===== src/rtl/cmp_arb.sv =====
// Two-requester round-robin front end sharing one registered W-bit unsigned
// magnitude comparator; a compare walks IDLE -> CMP -> RESP, one at a time.
module cmp_arb #(
  parameter int unsigned W = 2
) (
  input  logic         clk,
  input  logic         rst,
  input  logic         req0,
  input  logic [W-1:0] a0,
  input  logic [W-1:0] b0,
  input  logic         req1,
  input  logic [W-1:0] a1,
  input  logic [W-1:0] b1,
  output logic         ack0,
  output logic         ack1,
  output logic         a_gt_b,
  output logic         a_eq_b,
  output logic         a_lt_b,
  output logic         res_id,
  output logic         busy
);

  typedef enum logic [1:0] {
    IDLE = 2'd0,
    CMP  = 2'd1,
    RESP = 2'd2
  } state_t;

  state_t         state;
  state_t         state_next;
  logic           last_grant;
  logic           grant;
  logic           win_c;
  logic           latch_c;
  logic           done_c;
  logic [W-1:0]   op_a;
  logic [W-1:0]   op_b;

  // Next-state and arbitration decode
  always_comb begin
    state_next = state;
    latch_c    = 1'b0;
    done_c     = 1'b0;
    // On a tie the requester that was not served last wins
    win_c      = (req0 && req1) ? ~last_grant : req1;
    case (state)
      IDLE: begin
        if (req0 || req1) begin
          state_next = CMP;
          latch_c    = 1'b1;
        end
      end
      CMP: begin
        state_next = RESP;
        done_c     = 1'b1;
      end
      RESP:    state_next = IDLE;
      default: state_next = IDLE;
    endcase
  end

  always_ff @(posedge clk or posedge rst) begin
    if (rst) state <= IDLE;
    else     state <= state_next;
  end

  // Operand capture, result registers and handshake outputs
  always_ff @(posedge clk or posedge rst) begin
    if (rst) begin
      op_a       <= '0;
      op_b       <= '0;
      grant      <= 1'b0;
      last_grant <= 1'b1;
      ack0       <= 1'b0;
      ack1       <= 1'b0;
      a_gt_b     <= 1'b0;
      a_eq_b     <= 1'b0;
      a_lt_b     <= 1'b0;
      res_id     <= 1'b0;
      busy       <= 1'b0;
    end else begin
      ack0 <= 1'b0;
      ack1 <= 1'b0;
      busy <= (state_next != IDLE);
      if (latch_c) begin
        op_a  <= win_c ? a1 : a0;
        op_b  <= win_c ? b1 : b0;
        grant <= win_c;
      end
      if (done_c) begin
        a_gt_b <= (op_a > op_b);
        a_eq_b <= (op_a == op_b);
        a_lt_b <= (op_a < op_b);
        res_id <= grant;
        ack0   <= ~grant;
        ack1   <= grant;
      end
      if (state == RESP) last_grant <= grant;
    end
  end

endmodule

===== config.mk =====
export PLATFORM = sky130hd
export DESIGN_NAME = cmp_arb
export DESIGN_NICKNAME = d
export VERILOG_FILES = /design/src/rtl/cmp_arb.sv
export SDC_FILE = /design/constraint.sdc
export NUM_CORES = 1
export LEC_CHECK = 0
export CAP_MARGIN = 20
export CORE_MARGIN = 5
export CORE_UTILIZATION = 47
export CTS_CLUSTER_DIAMETER = 60
export DETAILED_ROUTE_END_ITERATION = 10
export PLACE_DENSITY = 0.79
export SYNTH_ARGS = -nofsm -noshare
export SYNTH_HDL_FRONTEND = slang
export SYNTH_SLANG_ARGS = --single-unit

===== constraint.sdc =====
create_clock -name clk -period 2.95 [get_ports clk]
set_input_delay 0.59 -clock clk [delete_from_list [all_inputs] [get_ports clk]]
set_output_delay 0.59 -clock clk [all_outputs]
set_load 0.1 [all_outputs]

Word level (Yosys, flattened, before mapping) --
Cells that the tools add are included.
Cells by class: muxes and demuxes 10, bitwise gates (word level) 2, shift operators 0, reduce and logical (&&, ||, !) cells 4, multiply operators 0, add/subtract/negate cells 0, $lt $le $gt $ge 2, divide/modulo/power cells 0, eq/ne operators 3
Operator list (number):
- 1-bit 2-to-1 mux | 6
- 2-bit 2-to-1 mux | 3
- 2-bit one-hot mux with 2 select lines | 1
- 2-bit by 1-bit == test with 1-bit output, second input constant | 1
- 2-bit == test | 1
- 2-bit == test, second input constant | 1
- 2-bit > comparator | 1
- 2-bit zero test | 1
- 2-bit < comparator | 1
- 1-bit NOT | 2
- 2-bit nonzero test | 1
- 1-bit logical AND | 1
- 1-bit logical OR | 1
Word-level totals: bits in latches 0, bits in read-only memories 0, logic and storage cells 33, memories 0, register bits after elaboration 15, bits in writable memories 0, bits of input ports 12

Depth between registers and ports, before layout --
depth in word-level cells 4, depth in mapped cells 5, mapped depth without buffers 5

Worst setup path after synthesis --
No wires, ideal clock.
path type input to register, start point in req1, end point reg op_a[1], data required time 2825 ps, stages 3, arrival time 1390 ps, library setup time 125 ps, slack 1435 ps, buffers on the path 0, cells stage by stage a21boi_4 mux2_2 mux2_2
Between the ends: cells in the longest elaborated chain, start to end 3
Ends and longest elaborated chain:
- start, declared | line 11 | input logic req1,
- 1-bit logical AND or 1-bit logical OR (tied branches) | line 45, 48
- 1-bit 2-to-1 mux (on tied branches) | line 45, 48
- 2-bit 2-to-1 mux or 1-bit 2-to-1 mux (tied branches) | line 86, 46
- end signal, assigned | line 86 | op_a <= win_c ? a1 : a0;
- end, declared | line 36 | logic [W-1:0] op_a;
Parallel ways exist; a longest one is shown, timed or not. A chain may end at the register's enable or synchronous reset.

Worst setup path in the final report --
Same ends and word-level chain as after synthesis.

==> results.sh <==
export IMPL_ys_types=16
export IMPL_final_hold_viol_count=0
export IMPL_hp_class="reg -> reg"
export IMPL_status="finished, final reports clean"
export IMPL_synth_top_cell_by_area="dfrtp_1"
export IMPL_grt_max_degree=16
export IMPL_use_met1=0.114
export IMPL_synth_edf_count=0
export IMPL_rsz0062_at_grt="false"
export IMPL_numCtsBuffers=3
export IMPL_synthMuxAreaShare=0.149
export IMPL_cp_arrival_ns=1.96
export IMPL_holdBufCountCts=0
export IMPL_maxSlewHeadroom=0.633
export IMPL_ios=19
export IMPL_drc=0
export IMPL_die_y_um=47.1
export IMPL_worstPathRequired_ns=3.12
export IMPL_synth_top_area_frac=0.541
export IMPL_ys_ff_latch=15
export IMPL_finalWirelength_mm=1.02
export IMPL_crit_buf_inv=1
export IMPL_yosys_top_cells_area="dfrtp_1, mux2_2, mux2i_1"
export IMPL_path_max_fanout=5
export IMPL_startpoint_type="input pin"
export IMPL_crit_path_end_kind="register"
export IMPL_dr_first_iter_drc_count=6
export IMPL_dr_total_vias=431
export IMPL_maxSlewViolCount=0
export IMPL_synth_ff_type="dfrtp_1"
export IMPL_antenna_found_initial=0
export IMPL_crit_type="in -> reg"
export IMPL_cts_tree="yes"
export IMPL_met2_usage=0.201
export IMPL_netlist_top_cells_count="dfrtp_1, inv_1, mux2_2"
export IMPL_io_buffers=18
export IMPL_dp_final_hpwl_um=823
export IMPL_grt_total_usage=0.108
export IMPL_synth_compound_area_frac=0.0946
export IMPL_max_cap_viol_count=0
export IMPL_crit_family="multiplexers"
export IMPL_setup_tns_ns=0
export IMPL_cts_root_buf="clkbuf_4"
export IMPL_syn_area_um2=648
export IMPL_post_cts_resized=0
export IMPL_die_x_um=47.1
export IMPL_busiest_layer="met2"
export IMPL_fmax_mhz=558
export IMPL_seq_area_frac_synth=0.581
export IMPL_cp_slowest_cell="clkdlybuf4s50_1"
export IMPL_synth_warnings=0
export IMPL_multi_input_area_um2=244
export IMPL_viasPerCell=4.90
export IMPL_crit_chain="clkdlybuf4s50_1 -> a21boi_4 -> mux2_2 -> mux2_2"
export IMPL_grt_pass1_vias=409
export IMPL_clock_sinks=15
export IMPL_synth_top_family_by_area="multiplexers"
export IMPL_drtPass1Iterations=2
export IMPL_nets=88
export IMPL_synthArstFlopShare=1.00
export IMPL_clkTransAtPathRegs_ns=0.09
export IMPL_setup_violations=0
export IMPL_die_area_mm2=0.00222
export IMPL_skew_ns=0.00115
export IMPL_core_area_mm2=0.00130
export IMPL_postCtsSetupBuffers=0
export IMPL_n_antenna_cell=0
export IMPL_seq_area_um2=377
export IMPL_synthXorXnorAreaFrac=0
export IMPL_synth_fa_ha_area_frac=0.0386
export IMPL_syn_inst=52
export IMPL_syn_area_per_cell_um2=12.5
export IMPL_max_slew_worst_pin_slew_ns=0.551
export IMPL_finalCritPeriodShare=0.608
export IMPL_max_stage_delay_ns=0.48
export IMPL_placementRows=13
export IMPL_fillerInstances=104
export IMPL_use_met3=0.0383
export IMPL_cp_common_cell="mux2_2"
export IMPL_wire_per_inst_um=11.6
export IMPL_synth_simple_area_share=0.0946
export IMPL_gp_congestion=0.720
export IMPL_cts_buffer_depth=2
export IMPL_overflow=0
export IMPL_drtAntennaViolNets=0
export IMPL_grt_pass1_wl_mm=1.66
export IMPL_synth_most_common_cell="dfrtp_1"
export IMPL_syn_num_nets=66
export IMPL_htreeDepth=1
export IMPL_start_util=0.498
export IMPL_area_delta_synth_final_pct=31.5
export IMPL_drive_above_1_share=0.260
export IMPL_fin_crit_ns=1.79
export IMPL_clock_latency_ns=0.28
[kinds of logic after synthesis]
family | after synthesis
DFF | 15
and+or+nand+nor | 11
muxes | 9
AOI/OAI and AO/OA | 8
buffers and inverters | 7
adders and majority gates | 2
[final timing paths]
| check | startpoint | end | slack, ns | depth (start not counted) |
|---|---|---|---|---|
| max | req1 | op_a[1]$_DFFE_PP0P_ | 1.16 | 4 |
| min | grant$_DFFE_PP0P_ | ack0$_DFF_PP0_ | 0.45 | 1 |
| max reg2reg | last_grant$_DFFE_PP1N_ | op_a[1]$_DFFE_PP0P_ | 1.59 | 3 |
| min reg2reg | grant$_DFFE_PP0P_ | ack0$_DFF_PP0_ | 0.45 | 1 |
| max in group asynchronous | rst | last_grant$_DFFE_PP1N_ | 1.92 | 2 |
| min in group asynchronous | rst | ack1$_DFF_PP0_ | 0.66 | 2 |
[routing by layer]
metal,share of wire,routed length [um]
met5,0,0
met4,0.012,12
met3,0.12,120
met2,0.46,471
met1,0.41,417
[layout by cell type, fill, tap and decap left out, drive strengths merged]
master / n
a21boi: 1
a21o: 1
buf: 7
clkbuf: 3
clkdlybuf4s50: 11
clkinv: 1
dfrtp: 14
dfstp: 1
ha: 2
inv: 6
mux2: 5
mux2i: 4
nand2: 4
nand2b: 2
nor2: 3
nor2b: 1
nor3: 1
o21ai: 4
o31ai: 2
[metrics by stage]
stage / instance area [um^2] / hold slack [ns] / utilization / cells / setup slack (ns)
3_3_place_gp: 825 / 0.433 / 0.634 / 84 / 0.888
5_1_grt: 852 / 0.469 / 0.655 / 88 / 1.12
3_5_place_dp: 825 / 0.439 / 0.634 / 84 / 0.852
6_report: 852 / 0.448 / 0.655 / 88 / 1.16
4_1_cts: 852 / 0.451 / 0.655 / 88 / 1.15
2_1_floorplan: 648 / 0.422 / - / 52 / 1.44
[registers in the layout, summed over array words and instances (netlist names)]
name and cells:
state 2, busy 1, a_lt_b 1, op_a 2, res_id 1, a_gt_b 1
last_grant 1, ack1 1, a_eq_b 1, grant 1, ack0 1, op_b 2
[layout make-up]
cell class	count	area share
sequential	15	0.442
multi-input combinational	30	0.286
timing repair buffer	18	0.191
clock buffer	3	0.0264
inverter	6	0.0264
tap	15	0.0220
clock inverter	1	0.00587
Power is left out: the tool's default activity adds up to more than one toggle a clock period on the data nets, which glitch-free logic cannot reach.
